<file path="src/rtl/phase_sequencer_pkg.sv">
// phase_sequencer_pkg
//   Shared definitions for the phase sequencer and the control decoder:
//   phase bit indices, one-hot phase encodings, the sequencer state enum
//   and the default retired-instruction counter width.
package phase_sequencer_pkg;

  localparam int CNT_W_DEF = 16;
  localparam int PH_W      = 5;

  localparam int PH_P0 = 0;  // fetch
  localparam int PH_P1 = 1;  // decode / register read
  localparam int PH_P2 = 2;  // ALU
  localparam int PH_P3 = 3;  // memory
  localparam int PH_P4 = 4;  // write-back

  localparam logic [PH_W-1:0] PH_OH_NONE = 5'b00000;
  localparam logic [PH_W-1:0] PH_OH_P0   = 5'b00001;
  localparam logic [PH_W-1:0] PH_OH_P1   = 5'b00010;
  localparam logic [PH_W-1:0] PH_OH_P2   = 5'b00100;
  localparam logic [PH_W-1:0] PH_OH_P3   = 5'b01000;
  localparam logic [PH_W-1:0] PH_OH_P4   = 5'b10000;

  typedef enum logic [1:0] {
    IDLE   = 2'd0,
    RUN    = 2'd1,
    STEP   = 2'd2,
    HALTED = 2'd3
  } seq_state_t;

endpackage

</file>
<file path="src/rtl/phase_wait_timer.sv">
// phase_wait_timer
//   Counts P3 wait cycles while memory is not ready.
//   Ports:
//     clk, rst   system clock, synchronous active-high reset
//     inc        one more wait cycle spent in P3
//     clr        clear the count (leaving P3); has priority over inc
//     last_wait  the current wait cycle is the one that reaches P3_TIMEOUT
//   last_wait depends only on the stored count so the sequencer can use it
//   to decide between waiting and timing out without a combinational loop.
module phase_wait_timer #(
  parameter int P3_TIMEOUT = 255,
  parameter int WAIT_W     = $clog2(P3_TIMEOUT + 1)
) (
  input  logic clk,
  input  logic rst,
  input  logic inc,
  input  logic clr,
  output logic last_wait
);

  localparam logic [WAIT_W-1:0] LAST_CNT = WAIT_W'(P3_TIMEOUT - 1);

  logic [WAIT_W-1:0] count_q, count_d;

  always_comb begin
    count_d = count_q;
    if (clr) begin
      count_d = '0;
    end else if (inc) begin
      count_d = count_q + WAIT_W'(1);
    end
  end

  always_ff @(posedge clk) begin
    if (rst) begin
      count_q <= '0;
    end else begin
      count_q <= count_d;
    end
  end

  assign last_wait = (count_q == LAST_CNT);

endmodule

</file>
<file path="src/rtl/phase_sequencer.sv">
// phase_sequencer
//   Multi-cycle phase sequencer for the 16-bit processor. Generates the
//   one-hot phase vector P0..P4, handles run / stop / single-step / halt,
//   stretches P3 until memory is ready (with a timeout into a sticky
//   memory-error halt) and counts retired instructions.
//   Ports:
//     clk, rst     system clock, synchronous active-high reset
//     exec_pulse   start/stop toggle (one cycle)
//     step_pulse   single-instruction request (one cycle)
//     halt         HLT decoded, examined in P4
//     mem_ready    memory access complete, examined in P3
//     phase        one-hot {P4,P3,P2,P1,P0}, zero when not executing
//     p0           phase[0] for the decoder
//     running      RUN or STEP
//     halted       HALTED
//     mem_err      sticky P3 timeout flag
//     instr_done   high during the final P4 cycle
//     instr_count  retired instructions, wrapping
//
//   state  | meaning
//   IDLE   | stopped, waiting for exec_pulse or step_pulse
//   RUN    | free-running instructions until a stop at a boundary
//   STEP   | one instruction, then back to IDLE
//   HALTED | HLT retired or memory timeout; only rst leaves
module phase_sequencer
  import phase_sequencer_pkg::*;
#(
  parameter int CNT_W      = CNT_W_DEF,
  parameter int P3_TIMEOUT = 255
) (
  input  logic             clk,
  input  logic             rst,
  input  logic             exec_pulse,
  input  logic             step_pulse,
  input  logic             halt,
  input  logic             mem_ready,
  output logic [4:0]       phase,
  output logic             p0,
  output logic             running,
  output logic             halted,
  output logic             mem_err,
  output logic             instr_done,
  output logic [CNT_W-1:0] instr_count
);

  seq_state_t       state_q, state_d;
  logic [PH_W-1:0]  phase_q, phase_d;
  logic             stop_req_q, stop_req_d;
  logic             mem_err_q, mem_err_d;
  logic             instr_done_q, instr_done_d;
  logic             running_q, running_d;
  logic             halted_q, halted_d;
  logic [CNT_W-1:0] cnt_q, cnt_d;

  logic wait_inc;
  logic wait_clr;
  logic wait_last;

  phase_wait_timer #(
    .P3_TIMEOUT(P3_TIMEOUT)
  ) u_wait_timer (
    .clk      (clk),
    .rst      (rst),
    .inc      (wait_inc),
    .clr      (wait_clr),
    .last_wait(wait_last)
  );

  always_comb begin
    state_d    = state_q;
    phase_d    = phase_q;
    stop_req_d = stop_req_q;
    mem_err_d  = mem_err_q;
    cnt_d      = cnt_q;
    wait_inc   = 1'b0;
    wait_clr   = 1'b0;

    case (state_q)
      IDLE: begin
        phase_d = PH_OH_NONE;
        if (exec_pulse) begin
          state_d = RUN;
          phase_d = PH_OH_P0;
        end else if (step_pulse) begin
          state_d = STEP;
          phase_d = PH_OH_P0;
        end
      end

      RUN, STEP: begin
        // A stop request is only recorded here; it is acted on at P4.
        if (state_q == RUN && exec_pulse) begin
          stop_req_d = 1'b1;
        end

        case (phase_q)
          PH_OH_P0: phase_d = PH_OH_P1;
          PH_OH_P1: phase_d = PH_OH_P2;
          PH_OH_P2: phase_d = PH_OH_P3;
          PH_OH_P3: begin
            if (mem_ready) begin
              phase_d  = PH_OH_P4;
              wait_clr = 1'b1;
            end else if (wait_last) begin
              // Timed out: abandon the instruction without write-back.
              state_d   = HALTED;
              phase_d   = PH_OH_NONE;
              mem_err_d = 1'b1;
              wait_clr  = 1'b1;
            end else begin
              wait_inc = 1'b1;
            end
          end
          PH_OH_P4: begin
            cnt_d = cnt_q + CNT_W'(1);
            if (halt) begin
              state_d    = HALTED;
              phase_d    = PH_OH_NONE;
              stop_req_d = 1'b0;
            end else if (state_q == STEP || stop_req_q) begin
              state_d    = IDLE;
              phase_d    = PH_OH_NONE;
              // An exec_pulse coinciding with the boundary stop is a new
              // toggle, so the request is re-armed rather than lost.
              stop_req_d = (state_q == RUN) && exec_pulse;
            end else begin
              phase_d = PH_OH_P0;
            end
          end
          default: begin
            state_d = IDLE;
            phase_d = PH_OH_NONE;
          end
        endcase
      end

      HALTED: begin
        phase_d = PH_OH_NONE;
      end

      default: begin
        state_d = IDLE;
        phase_d = PH_OH_NONE;
      end
    endcase

    // Outputs are registered from the next-state values so they line up
    // with the phase they describe.
    instr_done_d = (phase_d == PH_OH_P4);
    running_d    = (state_d == RUN) || (state_d == STEP);
    halted_d     = (state_d == HALTED);
  end

  always_ff @(posedge clk) begin
    if (rst) begin
      state_q      <= IDLE;
      phase_q      <= PH_OH_NONE;
      stop_req_q   <= 1'b0;
      mem_err_q    <= 1'b0;
      instr_done_q <= 1'b0;
      running_q    <= 1'b0;
      halted_q     <= 1'b0;
      cnt_q        <= '0;
    end else begin
      state_q      <= state_d;
      phase_q      <= phase_d;
      stop_req_q   <= stop_req_d;
      mem_err_q    <= mem_err_d;
      instr_done_q <= instr_done_d;
      running_q    <= running_d;
      halted_q     <= halted_d;
      cnt_q        <= cnt_d;
    end
  end

  assign phase       = phase_q;
  assign p0          = phase_q[PH_P0];
  assign running     = running_q;
  assign halted      = halted_q;
  assign mem_err     = mem_err_q;
  assign instr_done  = instr_done_q;
  assign instr_count = cnt_q;

endmodule

</file>
<file path="config.mk">
export PLATFORM = sky130hd
export DESIGN_NAME = phase_sequencer
export DESIGN_NICKNAME = d
export VERILOG_FILES = /design/src/rtl/phase_sequencer_pkg.sv /design/src/rtl/phase_wait_timer.sv /design/src/rtl/phase_sequencer.sv
export SDC_FILE = /design/constraint.sdc
export NUM_CORES = 1
export LEC_CHECK = 0
export CAP_MARGIN = 0
export CORE_MARGIN = 2
export CORE_UTILIZATION = 53
export DETAILED_ROUTE_END_ITERATION = 7
export PLACE_DENSITY = 0.79
export SLEW_MARGIN = 0
export SYNTH_ARGS = -nofsm -noshare
export SYNTH_HDL_FRONTEND = slang
export SYNTH_SLANG_ARGS = --single-unit
</file>
<file path="constraint.sdc">
create_clock -name clk -period 2.2 [get_ports clk]
set_input_delay 0.33 -clock clk [delete_from_list [all_inputs] [get_ports clk]]
set_output_delay 0.33 -clock clk [all_outputs]
set_load 0.02 [all_outputs]
</file>
Yosys cells after proc, flatten, opt, wreduce, memory -nomap -nowiden
Index checks and enable logic that the tools add are counted.

Register bits after elaboration: 36. Input bits: 6. Output and inout port bits: 26.

$add $sub $neg: 2. Equality and inequality tests: 13. Multiplexer cells: 28. Bitwise logic cells: 1. Reductions and logical operators: 9.

Operators by type and width (number): case mux 5 bit (5 select lines) (1); adder 16 x 1 -> 16 bit, second input constant (1); 2-to-1 mux 1 bit (16); case mux 5 bit (3 select lines) (1); 2-to-1 mux 2 bit (6); equality test 5 bit, second input constant (2); 2-to-1 mux 5 bit (2); adder 8 x 1 -> 8 bit, second input constant (1); equality test 2 bit, second input constant (4); equality test 8 bit, second input constant (1); case mux 2 bit (3 select lines) (1); equality test 5 x 1 -> 1 bit, second input constant (1); equality test 5 x 2 -> 1 bit, second input constant (1); equality test 5 x 3 -> 1 bit, second input constant (1); equality test 5 x 4 -> 1 bit, second input constant (1); equality test 2 x 1 -> 1 bit, second input constant (2); case mux 2 bit (2 select lines) (1); AND reduction 4 bit (1); OR reduction 2 bit (2); OR reduction 3 bit (1); logical NOT 2 bit (1); logical OR 1 bit (2); AND reduction 2 bit (1); logical AND 1 bit (1); NOT 1 bit (1).

Logic depth before layout (Yosys ltp)
Gate-level depths: netlist of the first run.

Word-level depth: 8. Mapped depth: 9.

By module
Synthesis of the first run repeated with hierarchy kept, for this count alone.

Cell total of the unflattened synthesis: 224. Area, all modules: 1906.8 um2.

By module, submodules not included: phase_sequencer (times used 1, cells an instance 182, area each 1539.0 um2, seq. area each 560.5 um2); phase_wait_timer (times used 1, cells an instance 42, area each 367.9 um2, seq. area each 160.2 um2).

Least setup slack after synthesis of the first run
Ideal clock, no wire load.

Kind: register -> register. Start: register phase_q[1] (netlist: phase[1]). End: register running_q (netlist: running). Data arrival time: 1846 ps. Data required time: 2077 ps. Slack: 231 ps. Cell stages (with the launch flop): 9. Path buffers: 1. Clock period less this slack: 1969 ps. Cells stage by stage: dfxtp_1 buf_4 xor2_1 o211ai_1 a21boi_0 o21ai_0 a21oi_1 ha_1 nor2b_1.

Longest elaborated chain between the ends: 6. Elaborated cells between the ends (all ways): 11. Classes of those cells: eq/ne: 7; mux: 2; reduce/logical: 2.

Ends and longest elaborated chain: start: declaration (line phase_sequencer.sv:47) `logic [PH_W-1:0] phase_q, phase_d;`; start signal: assignment (line phase_sequencer.sv:166) `phase_q <= phase_d;`; equality test 5 x 3 -> 1 bit, or another cell as far along (line phase_sequencer.sv:96) `case (phase_q)`; OR reduction 3 bit (no line); case mux 2 bit (3 select lines) (*) (line phase_sequencer.sv:96); case mux 2 bit (2 select lines) (*) (line phase_sequencer.sv:78) `case (state_q)`; named net state_d[0] (line phase_sequencer.sv:46) `seq_state_t state_q, state_d;`; equality test 2 x 1 -> 1 bit or equality test 2 bit (tied branches) (line phase_sequencer.sv:150) `running_d = (state_d == RUN) || (state_d == STEP);`; logical OR 1 bit (*) (line phase_sequencer.sv:150); named net running_d (line phase_sequencer.sv:51) `logic running_q, running_d;`; end signal: assignment (line phase_sequencer.sv:170) `running_q <= running_d;`; end: declaration (line phase_sequencer.sv:51).

Mark *: on every way through the listed nets, which the timed path passes. The rest lies on a longest branch. A chain may end at the register's enable or synchronous reset.

Final worst setup path of the first run
Start: register u_wait_timer.count_q[0]. End: register running_q (netlist: running).

Longest elaborated chain between the ends: 7. Elaborated cells between the ends (all ways): 8. Classes of those cells: eq/ne: 3; mux: 4; reduce/logical: 1.

Ends and longest elaborated chain: start: declaration (line phase_wait_timer.sv:23) `logic [WAIT_W-1:0] count_q, count_d;`; start signal: assignment (line phase_wait_timer.sv:38) `count_q <= count_d;`; equality test 8 bit (*) (line phase_wait_timer.sv:42) `assign last_wait = (count_q == LAST_CNT);`; 2-to-1 mux 2 bit (*) (line phase_sequencer.sv:104) `end else if (wait_last) begin`; 2-to-1 mux 2 bit (*) (line phase_sequencer.sv:101) `if (mem_ready) begin`; case mux 2 bit (3 select lines) (*) (line phase_sequencer.sv:96); case mux 2 bit (2 select lines) (*) (line phase_sequencer.sv:78); named net state_d[0] (line phase_sequencer.sv:46); equality test 2 x 1 -> 1 bit or equality test 2 bit (tied branches) (line phase_sequencer.sv:150); logical OR 1 bit (*) (line phase_sequencer.sv:150); named net running_d (line phase_sequencer.sv:51).

Marks and branches as above.

==> reports/metrics.yaml, run 1 <==
n_antenna_cell: 0
dp_hpwl_um: 3040
clkSlewWorstSetupHoldPaths_ns: 0.07
core.rowCount: 22
hold_viol_final: 0
die_x_um: 64.8
dr.pass1.iters: 4
nets: 287
combPwrFrac_pct: 8.7
chipHeight_um: 64.8
slowest_delay_ns: 0.35
p_leak_uw: 0.000909
min_from: "mem_err$_SDFFE_PP0P_"
clockBufferDepth: 2
grt_pass1_vias: 1572
cp.required_ns: 2.39
worstMarginPinSlew_ns: 0.332
worst-setup-path-type: "reg -> reg"
wirelength_um: 4240
synth.net_count: 249
clkSinkCount: 36
met2_usage_pct: 32.9
synthAdderAreaFrac_pct: 5.75
crit_top_cell: "ha_1"
placed_area_sq_um: 2340
via_per_inst: 5.56
irDropWorstVdd_v: 0.000394
syn_inst: 234
path_max_fanout: 6
r2r_slack_ns: 0.16
endpoint_kind: "register"
period_share_pct: 92.7
synth-xor-area-share_pct: 4.47
n_fill_cell: 312
yosysTopAreaCellShare_pct: 36.8
worstHoldPathType: "reg -> reg"
met3_usage_pct: 4.69
ant_nets: 0
antenna_found_initial: 0
ff_latch_area_sq_um: 723
drt_drc_violations_left: 0
swShare_pct: 23.0
synth-compound-area-share_pct: 16.1
p_clk_share_pct: 42.5
busiest_layer: "met2"
place_ws_ns: -0.0821
power_uw: 1360
synth.avg_cell_area_sq_um: 8.37
cap_violations: 0
start_util_pct: 54.3
synth_flop_cell: "dfxtp_1"
critPathLaunchType: "register"
path_cells: "inv_1, ha_1, and4b_1, nand3_1, a221oi_1, o21ai_1, a21oi_1, ha_1, nor2b_1"
grt-ovfl-total: 0
ys_types: 45
final.setup.worst_slack_ns: 0.160
holdPathStages: 2
io_buffers: 31
hold_end: "mem_err$_SDFFE_PP0P_"
synth-simple-area-share_pct: 30.5
h-tree-depth: 2
r2r_start: "u_wait_timer.count_q[0]$_SDFFE_PP0P_"
synth_top_family_by_area: "simple AND/OR/NAND/NOR gates"
rsz0062_at_grt: "false"
rr_worst_depth: 9
dieArea_sq_um: 4200
clockRootBuffer: "clkbuf_8"
p_sw_uw: 314
cts_hold_buf: 0
numCtsBuffers: 5
insertion_delay_ns: 0.30
yosysWarnings: 0
fin_crit_ns: 2.04
fmax_mhz: 490
multi_input_area_sq_um: 1120
vias: 1784
p_int_uw: 1050
finalNonFillerCells: 321
synth-seq-cells: 36
grt_pass1_wl_um: 7160
slew_headroom_pct: 77.8
area_delta_synth_final_pct: 25.5
synth-seq-area-share_pct: 36.8
synth.area.top_cells: "dfxtp_1 (37%), ha_1 (5.8%), nor2_1 (5.4%)"
drv_slew: 0
setup_tns_ns: 0
syn_area_sq_um: 1960
r2r-end: "running$_SDFF_PP0_"
placedCellCount: 312
fin_area_sq_um: 2460
grt_use_total_pct: 21.8
drive_gt1_share_pct: 12.1
synth_edf_count: 0
powerDensity_nw_per_um2: 555
use_met1_pct: 29.5
coreArea_sq_um: 3610
crit_arrival_ns: 2.23
synth.mux.area_fraction_pct: 0.511
routedWlPerCell_um: 13.2
synth_area_leader_cell: "dfxtp_1"
finalWeightedCongestion: 0.885
status: "finished, final reports clean"
grt_max_degree: 14
final.setup_skew_ns: 0.00679
async_flop_share_pct: 0
ios: 32
setup_viol: 0
crit_slowest_cell: "dfxtp_1"
cts_tree: "built"
seqPwrFrac_pct: 48.8
drt_iter0_drc: 61
worst max-delay path by stage:
stage	slack, ns	to	start	depth (start not counted)
detailed placement	-0.08	running$_SDFF_PP0_	mem_ready	8
global route	0.02	running$_SDFF_PP0_	u_wait_timer.count_q[0]$_SDFFE_PP0P_	9
CTS	0.11	running$_SDFF_PP0_	state_q[0]$_SDFF_PP0_	7
finish	0.16	running$_SDFF_PP0_	u_wait_timer.count_q[0]$_SDFFE_PP0P_	9
floorplan	0.23	running$_SDFF_PP0_	phase[1]$_SDFF_PP0_	8
global placement	-0.03	running$_SDFF_PP0_	mem_ready	8
critical path: cells and delay by family, from the launching register on:
family                     cells  cell delay (ns)
buffers and inverters          1             0.07
AOI/OAI and AO/OA              3             0.63
and+or+nand+nor                3             0.47
DFF                            1             0.35
adders and majority gates      2             0.41
synth_stat cells (6+ instances only):
cell type	n
a21oi_1	16
clkbuf_1	6
dfxtp_1	36
ha_1	9
inv_1	9
nand2_1	11
nand3_1	7
nand4_1	6
nor2_1	28
o21ai_0	19
or3_1	8
xor2_1	7
flip-flops by register name, indices dropped and copies added (netlist names), named ones only:
signal                cells
instr_done                1
running                   1
halted                    1
state_q                   1
stop_req_q                1
mem_err                   1
phase                     5
instr_count              16
u_wait_timer.count_q      8
power by group through the flow:
stage	Sequential (uW)	Combinational [uW]	Clock [uW]
global placement	681	117	0
CTS	666	119	589
finish	666	119	579
detailed placement	681	118	0
floorplan	682	75.2	0
global route	667	132	626
layout make-up:
| type | count | area share (%) |
|---|---|---|
| clock buffer | 6 | 2.95 |
| clock inverter | 2 | 1.43 |
| inverter | 9 | 1.37 |
| multi-input combinational | 176 | 45.8 |
| sequential | 36 | 29.4 |
| tap | 48 | 2.44 |
| timing repair buffer | 44 | 16.6 |
layer usage:
layer | wire length, um | vias to the layer above
li1 | - | 910
met1 | 2030 | 824
met2 | 1960 | 44
met3 | 184 | 6
met4 | 69 | 0
met5 | 0 | -
cell families (layout without fill, tap and decap cells):
family | Yosys count | in the layout
AOI/OAI and AO/OA | 53 | 53
xor gates and xnor gates | 10 | 10
adders and majority gates | 9 | 9
buffers and inverters | 22 | 61
DFF | 36 | 36
muxes | 1 | 1
and+or+nand+nor | 103 | 103
through the flow:
step	hold slack, ns	utilization, %
final	0.506	68.1
after global routing	0.536	68.1
after CTS	0.511	67.8
after detailed placement	0.480	64.9
after global placement	0.476	64.9
after floorplan	0.463	-
cells in the final DEF (no fill, tap or decap), drive strengths merged, types with 7 or more instances in the layout:
cell,count
clkdlybuf4s50,31
xor2,7
inv,9
a21oi,16
buf,13
o21ai,19
nand2,12
ha,9
nand3,8
nor2,28
dfxtp,36
or3,8
repair_timing:
action / CTS / global route
setup endpoints to repair: 0 / 2
buffers inserted: 0 / 1
gates resized for setup: 0 / 5
Note: power is estimated with default switching activity, not from simulation.
==> inputs of run 2 (changes only) <==
--- a/config.mk
+++ b/config.mk
@@ -5,12 +5,12 @@
 export SDC_FILE = /design/constraint.sdc
 export NUM_CORES = 1
 export LEC_CHECK = 0
+export ABC_AREA = 0
 export CAP_MARGIN = 0
 export CORE_MARGIN = 2
 export CORE_UTILIZATION = 53
 export DETAILED_ROUTE_END_ITERATION = 7
 export PLACE_DENSITY = 0.79
-export SLEW_MARGIN = 0
 export SYNTH_ARGS = -nofsm -noshare
 export SYNTH_HDL_FRONTEND = slang
 export SYNTH_SLANG_ARGS = --single-unit
==> results of run 2 <==
Same layout as run 1: the final DEF is identical, and so are final timing and power.
